**config.mk**
```make
export PLATFORM = sky130hd
export DESIGN_NAME = totd_occupancy_40mhz
export DESIGN_NICKNAME = d
export VERILOG_FILES = /design/src/rtl/totd_occupancy_40mhz_pkg.sv /design/src/rtl/totd_window_ring.sv /design/src/rtl/totd_occupancy_40mhz.sv
export SDC_FILE = /design/constraint.sdc
export NUM_CORES = 1
export LEC_CHECK = 0
export ABC_AREA = 1
export CORE_MARGIN = 3
export CORE_UTILIZATION = 60
export CTS_BUF_LIST = sky130_fd_sc_hd__clkbuf_8 sky130_fd_sc_hd__clkbuf_16
export DETAILED_ROUTE_END_ITERATION = 8
export MAX_ROUTING_LAYER = met4
export PLACE_DENSITY = 0.85
export SETUP_SLACK_MARGIN = 0.5
export SLEW_MARGIN = 20
export SYNTH_ARGS = -nofsm -noshare
export SYNTH_HDL_FRONTEND = slang
export SYNTH_SLANG_ARGS = --single-unit
```
**constraint.sdc**
```tcl
create_clock -name CLK -period 5.98 [get_ports CLK]
set_input_delay 1.196 -clock CLK [delete_from_list [all_inputs] [get_ports CLK]]
set_output_delay 1.196 -clock CLK [all_outputs]
set_load 0.05 [all_outputs]
```
**src/rtl/totd_occupancy_40mhz_pkg.sv**
```systemverilog
// Shared types and helpers for the ToT-D occupancy stage.
package totd_occupancy_40mhz_pkg;

  localparam int ADC_WIDTH = 12;

  typedef enum logic [1:0] {
    PH_E0   = 2'd0,
    PH_E1   = 2'd1,
    PH_E2   = 2'd2,
    PH_IDLE = 2'd3
  } phase_e;

  function automatic logic over_thres(input logic [ADC_WIDTH-1:0] adc,
                                      input logic [ADC_WIDTH-1:0] thr);
    return adc > thr;
  endfunction

endpackage

```
**src/rtl/totd_window_ring.sv**
```systemverilog
// WINDOW-deep 1-bit circular buffer; each write also returns the bit being displaced.
module totd_window_ring #(
  parameter int WINDOW = 120
) (
  input  logic clk,
  input  logic reset,
  input  logic wr_en,
  input  logic din,
  output logic dout
);
  localparam int PTR_W = $clog2(WINDOW);

  logic [WINDOW-1:0] ring;
  logic [PTR_W-1:0]  ptr;

  always_ff @(posedge clk) begin
    if (reset) begin
      ring <= '0;
      ptr  <= '0;
      dout <= 1'b0;
    end else if (wr_en) begin
      dout      <= ring[ptr];
      ring[ptr] <= din;
      ptr       <= (ptr == PTR_W'(WINDOW - 1)) ? '0 : ptr + 1'b1;
    end
  end

endmodule

```
**src/rtl/totd_occupancy_40mhz.sv**
```systemverilog
// Per-PMT ToT-D occupancy: counts over-threshold 40 MHz samples in a sliding window
// and raises a level trigger when the count meets the occupancy requirement.
module totd_occupancy_40mhz
  import totd_occupancy_40mhz_pkg::*;
#(
  parameter int WINDOW   = 120,
  parameter int OCC_BITS = 7
) (
  input  logic                 CLK,
  input  logic                 RESET,
  input  logic [1:0]           ENABLE40,
  input  logic [ADC_WIDTH-1:0] ADC_IN,
  input  logic [ADC_WIDTH-1:0] THRES,
  input  logic [OCC_BITS-1:0]  OCC_THRES,
  output logic [OCC_BITS-1:0]  OCC_COUNT,
  output logic                 TRIG
);
  phase_e phase;
  logic   flag, out_flag;
  logic [OCC_BITS:0] count_next;

  assign phase = phase_e'(ENABLE40);

  totd_window_ring #(.WINDOW(WINDOW)) u_ring (
    .clk   (CLK),
    .reset (RESET),
    .wr_en (phase == PH_E1),
    .din   (flag),
    .dout  (out_flag)
  );

  // One bit of headroom so an underflow shows up as a value above WINDOW.
  assign count_next = {1'b0, OCC_COUNT} + (OCC_BITS+1)'(flag) - (OCC_BITS+1)'(out_flag);

  always_ff @(posedge CLK) begin
    if (RESET) begin
      flag      <= 1'b0;
      OCC_COUNT <= '0;
      TRIG      <= 1'b0;
    end else begin
      case (phase)
        PH_E0: begin
          flag <= over_thres(ADC_IN, THRES);
          TRIG <= (OCC_THRES != '0) && (OCC_COUNT >= OCC_THRES);
        end
        PH_E2:   OCC_COUNT <= count_next[OCC_BITS-1:0];
        default: ;
      endcase
    end
  end

  count_in_range: assert property (@(posedge CLK) disable iff (RESET)
    (phase == PH_E2) |-> (count_next <= (OCC_BITS+1)'(WINDOW)));

endmodule

```
==> results.sh, run 1 <==
export IMPL_status="completed"
export IMPL_crit_family="simple AND/OR/NAND/NOR gates"
export IMPL_routed_top_layer="met4"
export IMPL_vias_per_cell=5.93
export IMPL_synthArstFlopShare_pct=0
export IMPL_intPower_mw=1.71
export IMPL_cp_end_kind="flip-flop"
export IMPL_drive_gt1_share_pct=8.68
export IMPL_synth_simple_area_share_pct=17.9
export IMPL_setup_tns_ps=0
export IMPL_synth_top_family_by_area="compound AO/OA/AOI/OAI gates"
export IMPL_finalCriticalPeriod_ps=3210
export IMPL_synth_top_flop_cell="dfxtp_1"
export IMPL_cts_clk_slew_worst_paths_ps=60
export IMPL_maxSlewHeadroom_pct=27.8
export IMPL_die_area_um2=13800
export IMPL_fmax_mhz=311
export IMPL_clock_path_buffers=2
export IMPL_arrival_ps=3520
export IMPL_seq_power_share_pct=40.8
export IMPL_cap_viol_max_count=0
export IMPL_p_sw_share_pct=25.2
export IMPL_grt_antenna_before_repair=0
export IMPL_first_iter_violations=905
export IMPL_ir_drop_uv=220
export IMPL_crit_fanout=15
export IMPL_drv_slew=0
export IMPL_synth_edff_count=0
export IMPL_seq_area_frac_synth_pct=36.8
export IMPL_post_cts_buffers=0
export IMPL_netlist_instances=1012
export IMPL_ios=43
export IMPL_ctsHoldBuffers=0
export IMPL_antenna_cells=0
export IMPL_ctsHtreeMaxLevel=4
export IMPL_p_clk_share_pct=48.9
export IMPL_start_kind="input pin"
export IMPL_post_drt_wl_per_cell_um=16.1
export IMPL_cts_inserted_buffers=17
export IMPL_synth_compound_area_share_pct=27.2
export IMPL_gp_congestion=0.860
export IMPL_final_fill_count=987
export IMPL_routed_via_count=7011
export IMPL_grt_pass1_vias=6264
export IMPL_path_class="in2reg"
export IMPL_path_cells="clkdlybuf4s50_1 > nand2_1 > nor2_1 > inv_2 > nor2_2 > buf_4 > nand2_1 > o21ai_0 > a21oi_1"
export IMPL_portBuffers=42
export IMPL_final_nets=1064
export IMPL_drc=0
export IMPL_syn_avg_cell_area_um2=7.36
export IMPL_rows=40
export IMPL_synthAdderAreaFrac_pct=4.80
export IMPL_finalSetupViolCount=0
export IMPL_drt_wl_total_um=19000
export IMPL_critical_path_required_ps=6280
export IMPL_dr_wl_met3_um=1450
export IMPL_die_x_um=117
export IMPL_die_height_um=117
export IMPL_timing_hold_ws_ps=463
export IMPL_worst_slew_pin_slew_ps=1080
export IMPL_grt_setup_unrepaired="false"
export IMPL_netlist_cell_type_count=31
export IMPL_p_comb_share_pct=10.3
export IMPL_syn_cell_area_um2=7450
export IMPL_period_share_pct=53.8
export IMPL_met2_length_um=8850
export IMPL_start_util_pct=61.8
export IMPL_synthXorXnorAreaFrac_pct=0.706
export IMPL_synth_mux_area_share_pct=0
export IMPL_wl_met1_um=8390
export IMPL_fin_util_pct=69.6
export IMPL_grt_pass1_wl_um=31100
export IMPL_postCtsResizedCells=0
export IMPL_syn_num_nets=1075
export IMPL_clock_sinks=137
export IMPL_p_per_area_nw_per_um2=272
export IMPL_grt_ovfl_total=0
export IMPL_hp_class="reg2reg"
export IMPL_leakagePower_nw=3.21
export IMPL_cpMostUsedCell="nand2_1"
export IMPL_grt_max_degree=109
export IMPL_hpwl_um=10600
export IMPL_hold_viol=0
export IMPL_cts_tree="done"
export IMPL_synth_warning_count=0
export IMPL_clk_latency_ps=430
export IMPL_finClkSkew_ps=11.2
export IMPL_grtUsageTotal_pct=27.9
export IMPL_areaGrowthSynthToFinish_pct=12.7
export IMPL_slowest_stage="nor2_2"
export IMPL_firstDrtPassIters=6
export IMPL_antenna_left=0
export IMPL_clockRootBuffer="clkbuf_16"
export IMPL_ys_ff_latch=137
export IMPL_p_sw_mw=0.575
export IMPL_max_stage_delay_ps=570
export IMPL_worst_path_buf_inv=3
export IMPL_core_area_um2=12100
-- path summary, 6_finish.rpt --
path,startpoint,slack (ps),cells past startpoint,endpoint
worst max-delay path,ENABLE40[0],2770,9,u_ring.ring[67]
worst max register to register,u_ring.ptr[1],3230,7,u_ring.ring[114]
worst min-delay path,u_ring.ring[63],460,2,u_ring.ring[63]
worst min register to register,u_ring.ring[63],460,2,u_ring.ring[63]
-- power groups by stage --
stage                     sequential (mW)  combinational (mW)  clock [mW]
after floorplan                     0.962               0.150           0
after global placement              0.949               0.225           0
after detailed placement            0.949               0.229           0
after CTS                           0.929               0.231        1.12
after global routing                0.930               0.262        1.16
final                               0.929               0.235        1.12
-- worst min-delay path, delay by kind of cell (launching register included) --
| kind | cells | cell delay [ps] |
|---|---|---|
| AO/OA/AOI/OAI | 1 | 60 |
| buffers and inverters | 1 | 60 |
| flip-flops | 1 | 300 |
-- state kept, by name (all words and copies together), names as in the netlist --
name,flops
OCC_COUNT,7
TRIG,1
flag,1
u_ring.ptr,7
u_ring.dout,1
u_ring.ring,120
-- cell usage after synthesis (13+ instances only) --
library cell | number | area [um^2]
a311oi_1 | 108 | 946
o21ai_0 | 32 | 160
o211ai_1 | 18 | 135
nor2_2 | 13 | 81.3
nand3_1 | 45 | 225
clkbuf_1 | 27 | 101
dfxtp_1 | 137 | 2740
inv_1 | 129 | 484
nor2_1 | 77 | 289
a21oi_1 | 144 | 721
nand2_1 | 152 | 571
buf_2 | 42 | 210
ha_1 | 27 | 338
-- routing by layer --
layer / track usage, % / vias up
met5: - / -
met4: 8.72 / 0
met3: 5.69 / 36
met2: 41.8 / 289
met1: 38.3 / 3213
li1: - / 3473
-- kinds of logic after synthesis --
kind of cell    Yosys count
fa+ha+maj                28
xor+xnor                  6
compound gates          310
flops                   137
simple gates            311
buf+inv                 220
-- stage by stage --
stage	instances	setup WS (ps)	power (mW)	instance area (um^2)
floorplan	1012	3570	1.11	7450
global placement	1149	2400	1.17	7740
detailed placement	1149	2360	1.18	7740
CTS	1181	2770	2.28	8370
global route	1182	2620	2.36	8400
finish	1182	2770	2.28	8400
-- layout by cell type (no fill, tap or decap), types with 18 or more instances in the layout --
| cell | count |
|---|---|
| nand2_1 | 152 |
| a21oi_1 | 144 |
| dfxtp_1 | 136 |
| inv_1 | 130 |
| a311oi_1 | 108 |
| nor2_1 | 71 |
| nand3_1 | 45 |
| clkdlybuf4s50_1 | 41 |
| o21ai_0 | 32 |
| ha_1 | 27 |
| o211ai_1 | 18 |
-- layout make-up --
class	instances	area, um^2	share of cell area [%]
repair buffers	51	498	5.93
flip-flops and latches	137	2740	32.7
inverters	139	524	6.24
well taps	168	210	2.50
clock buffers	17	425	5.07
clock inverters	15	200	2.38
multi-input cells	655	3790	45.2
No activity file was read; power rests on OpenSTA's default activity.
==> run 2: changes to the inputs <==
- clock period: 5.98 -> 3.2 ns (I/O delays scaled with it)
==> results.sh, run 2 (same netlist as run 1, synthesis figures left out) <==
export IMPL_cts_tree="done"
export IMPL_path_class="reg2out"
export IMPL_firstDrtPassIters=5
export IMPL_grt_pass1_wl_um=31100
export IMPL_leakagePower_nw=3.26
export IMPL_clk_latency_ps=430
export IMPL_path_cells="clkdlybuf4s50_1"
export IMPL_finalSetupViolCount=0
export IMPL_ir_drop_uv=459
export IMPL_portBuffers=42
export IMPL_finClkSkew_ps=7.95
export IMPL_grt_setup_unrepaired="false"
export IMPL_layout_common_cells="nand2_1 (152), a21oi_1 (144), dfxtp_1 (136), inv_1 (130), a311oi_1 (108)"
export IMPL_grt_max_degree=109
export IMPL_post_cts_buffers=0
export IMPL_grtUsageTotal_pct=27.6
export IMPL_worst_path_buf_inv=1
export IMPL_vias_per_cell=6.00
export IMPL_intPower_mw=3.18
export IMPL_drv_slew=0
export IMPL_seq_power_share_pct=41.5
export IMPL_hp_class="reg2reg"
export IMPL_rows=40
export IMPL_crit_family="buffers and inverters"
export IMPL_worst_slew_pin_slew_ps=969
export IMPL_start_kind="flip-flop"
export IMPL_hold_viol=0
export IMPL_areaGrowthSynthToFinish_pct=13.4
export IMPL_final_seq_area_um2=2740
export IMPL_slowest_stage="clkdlybuf4s50_1"
export IMPL_maxSlewHeadroom_pct=35.2
export IMPL_dp_cells=1159
export IMPL_first_iter_violations=814
export IMPL_fmax_mhz=418
export IMPL_arrival_ps=1750
export IMPL_clock_sinks=137
export IMPL_ios=43
export IMPL_p_comb_share_pct=10.5
export IMPL_drive_gt1_share_pct=9.30
export IMPL_p_sw_mw=1.01
export IMPL_antenna_cells=0
export IMPL_drt_wl_total_um=18600
export IMPL_grt_pass1_vias=6531
export IMPL_clockRootBuffer="clkbuf_16"
export IMPL_final_cell_count_no_fill=1189
export IMPL_period_share_pct=74.8
export IMPL_p_sw_share_pct=24.2
export IMPL_die_height_um=117
export IMPL_max_stage_delay_ps=860
export IMPL_finalCriticalPeriod_ps=2390
export IMPL_clock_path_buffers=2
export IMPL_grt_ovfl_total=0
export IMPL_largest_register="u_ring.ring"
export IMPL_crit_fanout=6
export IMPL_p_clk_share_pct=48.0
export IMPL_place_ws_ps=664
export IMPL_die_x_um=117
export IMPL_start_util_pct=61.8
export IMPL_setup_tns_ps=0
export IMPL_ctsHtreeMaxLevel=4
export IMPL_antenna_left=0
export IMPL_design_area_um2=8450
export IMPL_largest_reg_flops=120
export IMPL_final_nets=1073
export IMPL_reg_top3="u_ring.ring (120), OCC_COUNT (7), u_ring.ptr (7)"
export IMPL_cap_viol_max_count=0
export IMPL_postCtsResizedCells=0
export IMPL_grt_antenna_before_repair=0
export IMPL_placed_area_um2=7840
export IMPL_status="completed"
export IMPL_post_drt_wl_per_cell_um=15.6
export IMPL_timing_hold_ws_ps=457
export IMPL_core_area_um2=12100
export IMPL_final_common_cell="nand2_1"
export IMPL_cp_end_kind="output port"
export IMPL_multi_input_area_um2=3780
export IMPL_final_fill_count=982
export IMPL_die_area_um2=13800
export IMPL_routed_via_count=7129
export IMPL_drc=0
export IMPL_p_per_area_nw_per_um2=496
export IMPL_setup_slack_ps=808
export IMPL_cts_clk_slew_worst_paths_ps=60
export IMPL_hpwl_um=11300
export IMPL_ctsHoldBuffers=0
export IMPL_critical_path_required_ps=2560
export IMPL_gp_congestion=0.893
export IMPL_cts_inserted_buffers=17
==> run 2: cell count changes in the layout (fill, tap and decap cells not counted) <==
cell and change:
nor2_2 +2, nor2_4 -2, buf_4 +7, buf_6 +1
buf_12 +1, inv_6 -2, clkinv_4 -2, bufinv_16 -1
clkinv_2 +2, clkinvlp_4 -3, clkbuf_8 +4
==> run 2: cell type report <==
| type | instances | area share, % |
|---|---|---|
| repair buffers | 60 | 6.89 |
| well taps | 168 | 2.49 |
| multi-input cells | 655 | 44.8 |
| flip-flops and latches | 137 | 32.5 |
| inverters | 139 | 6.21 |
| clock buffers | 21 | 5.69 |
| clock inverters | 9 | 1.45 |
==> run 2: stage by stage <==
step                util, %  power (mW)
finish                 70.0        4.19
global placement       65.0        2.20
floorplan                 -        2.08
global route           70.0        4.33
CTS                    70.0        4.20
detailed placement     65.0        2.21
==> run 2: path summary, 6_finish.rpt <==
kind                                 startpoint               to  slack, ps  cells after the start
worst min register to register  u_ring.ring[69]  u_ring.ring[69]        460                      2
worst max register to register             flag     OCC_COUNT[6]        880                     13
worst max-delay path               OCC_COUNT[1]     OCC_COUNT[1]        810                      1
worst min-delay path            u_ring.ring[69]  u_ring.ring[69]        460                      2
==> run 2: power by group through the flow <==
stage	clock network (mW)	logic (mW)	registers [mW]
floorplan	0	0.281	1.80
detailed placement	0	0.430	1.78
CTS	2.03	0.436	1.74
finish	2.01	0.440	1.74
global route	2.09	0.490	1.74
global placement	0	0.423	1.78
==> run 2: per-layer routing <==
metal / track usage [%] / share of wire, % / wire length (um)
met3: 6.70 / 6.1 / 1140
met5: - / 0 / 0
met4: 9.75 / 2.1 / 387
met1: 35.7 / 44 / 8250
met2: 42.4 / 47 / 8800
==> run 3: changes to the inputs <==
- clock period: 3.2 -> 2.25 ns (I/O delays scaled with it)
==> results.sh, run 3 (same netlist as run 1, synthesis figures left out) <==
export IMPL_maxSlewHeadroom_pct=41.3
export IMPL_finClkSkew_ps=10.7
export IMPL_grt_setup_unrepaired="true"
export IMPL_arrival_ps=2220
export IMPL_routed_via_count=7589
export IMPL_drc=0
export IMPL_grt_antenna_before_repair=0
export IMPL_p_comb_share_pct=12.4
export IMPL_worst_slew_pin_slew_ps=880
export IMPL_p_sw_mw=1.52
export IMPL_ir_drop_uv=542
export IMPL_cp_end_kind="flip-flop"
export IMPL_rows=40
export IMPL_antenna_left=0
export IMPL_crit_family="simple AND/OR/NAND/NOR gates"
export IMPL_grtUsageTotal_pct=30.0
export IMPL_start_util_pct=61.8
export IMPL_finalCriticalPeriod_ps=1900
export IMPL_p_clk_share_pct=46.3
export IMPL_start_kind="flip-flop"
export IMPL_hold_viol=0
export IMPL_finalSetupViolCount=0
export IMPL_reg_top3="u_ring.ring (120), OCC_COUNT (7), u_ring.ptr (7)"
export IMPL_p_per_area_nw_per_um2=652
export IMPL_crit_fanout=12
export IMPL_drive_gt1_share_pct=16.8
export IMPL_p_sw_share_pct=25.4
export IMPL_hp_class="in2reg"
export IMPL_die_x_um=117
export IMPL_placed_area_um2=8080
export IMPL_ios=43
export IMPL_ctsHtreeMaxLevel=4
export IMPL_largest_register="u_ring.ring"
export IMPL_firstDrtPassIters=7
export IMPL_first_iter_violations=1037
export IMPL_ctsHoldBuffers=0
export IMPL_grt_max_degree=109
export IMPL_path_class="reg2reg"
export IMPL_vias_per_cell=6.11
export IMPL_worst_path_buf_inv=2
export IMPL_intPower_mw=4.46
export IMPL_final_common_cell="nand2_1"
export IMPL_cap_viol_max_count=0
export IMPL_setup_tns_ps=0
export IMPL_cts_clk_slew_worst_paths_ps=60
export IMPL_cts_inserted_buffers=17
export IMPL_layout_common_cells="nand2_1 (150), a21oi_1 (142), dfxtp_1 (129), inv_1 (129), a311oi_1 (108)"
export IMPL_status="completed"
export IMPL_clk_latency_ps=440
export IMPL_post_drt_wl_per_cell_um=18.0
export IMPL_die_area_um2=13800
export IMPL_clockRootBuffer="clkbuf_16"
export IMPL_clock_sinks=137
export IMPL_leakagePower_nw=3.61
export IMPL_fmax_mhz=526
export IMPL_max_stage_delay_ps=460
export IMPL_path_cells="inv_6 > buf_4 > o21ai_0 > nand2_1 > o21ai_0 > nand3_1 > nand2_1 > nand3_1 > nor2_2 > nor2_1"
export IMPL_largest_reg_flops=120
export IMPL_antenna_cells=0
export IMPL_gp_congestion=0.917
export IMPL_period_share_pct=84.5
export IMPL_final_nets=1124
export IMPL_drt_wl_total_um=22300
export IMPL_design_area_um2=9180
export IMPL_grt_pass1_wl_um=33400
export IMPL_cts_tree="done"
export IMPL_clock_path_buffers=2
export IMPL_critical_path_required_ps=2570
export IMPL_hpwl_um=12200
export IMPL_die_height_um=117
export IMPL_slowest_stage="dfxtp_4"
export IMPL_seq_power_share_pct=41.3
export IMPL_areaGrowthSynthToFinish_pct=23.3
export IMPL_portBuffers=42
export IMPL_core_area_um2=12100
export IMPL_grt_ovfl_total=0
export IMPL_drv_slew=0
export IMPL_grt_pass1_vias=6816
[run 3: changes by cell type in the layout (fill, tap and decap cells not counted), moves of 6 or more]
cell / previous run / this run
buf_12: 2 / 9
buf_4: 16 / 47
buf_6: 1 / 9
clkdlybuf4s50_1: 41 / 31
dfxtp_1: 136 / 129
nor2_1: 71 / 65
nor2_2: 19 / 11
nor2_4: 3 / 17
o21ai_0: 32 / 26
[run 3: per-stage QoR]
step / setup slack (ps) / instances / utilization, % / power [mW] / hold slack (ps)
final: 348 / 1242 / 76.1 / 5.98 / 385
after CTS: 341 / 1222 / 72.9 / 5.92 / 361
after global placement: 85.1 / 1182 / 67.0 / 3.16 / 441
after global routing: 211 / 1242 / 76.1 / 6.15 / 399
after floorplan: 231 / 1012 / - / 2.97 / 429
after detailed placement: 44.4 / 1182 / 67.0 / 3.17 / 447
[run 3: worst paths after layout]
path | from | endpoint | slack, ps | cells past startpoint
setup / recovery | u_ring.ptr[0] | u_ring.dout | 350 | 10
hold / removal | RESET | flag | 380 | 2
setup reg to reg | u_ring.ptr[0] | u_ring.dout | 350 | 10
hold reg to reg | u_ring.ring[80] | u_ring.ring[80] | 460 | 2
[run 3: layout make-up]
type	instances	area, um^2
Multi-Input combinational cell	655	3930
Fill cell	794	2880
Sequential cell	137	2760
Timing Repair Buffer	111	1160
Inverter	139	532
Clock buffer	21	480
Tap cell	168	210
Clock inverter	11	104
[run 3: power by group through the flow]
stage	clock network, mW	logic, mW	registers, mW
floorplan	0	0.416	2.56
global placement	0	0.637	2.52
detailed placement	0	0.649	2.52
CTS	2.78	0.669	2.47
global route	2.86	0.814	2.47
finish	2.77	0.743	2.47
[run 3: routing by layer]
| metal | up-vias | routed length, um | GRT usage [%] |
|---|---|---|---|
| li1 | 3604 | - | - |
| met1 | 3479 | 9140 | 39.5 |
| met2 | 422 | 10400 | 45.7 |
| met3 | 84 | 2010 | 6.12 |
| met4 | 0 | 762 | 11.7 |
| met5 | - | 0 | - |
[run 3: timing repair]
action,in CTS,in global routing
cloned,0,5
buffers inserted,8,15
setup endpoints to repair,100,103
pin swaps,7,16
resized for setup,31,45
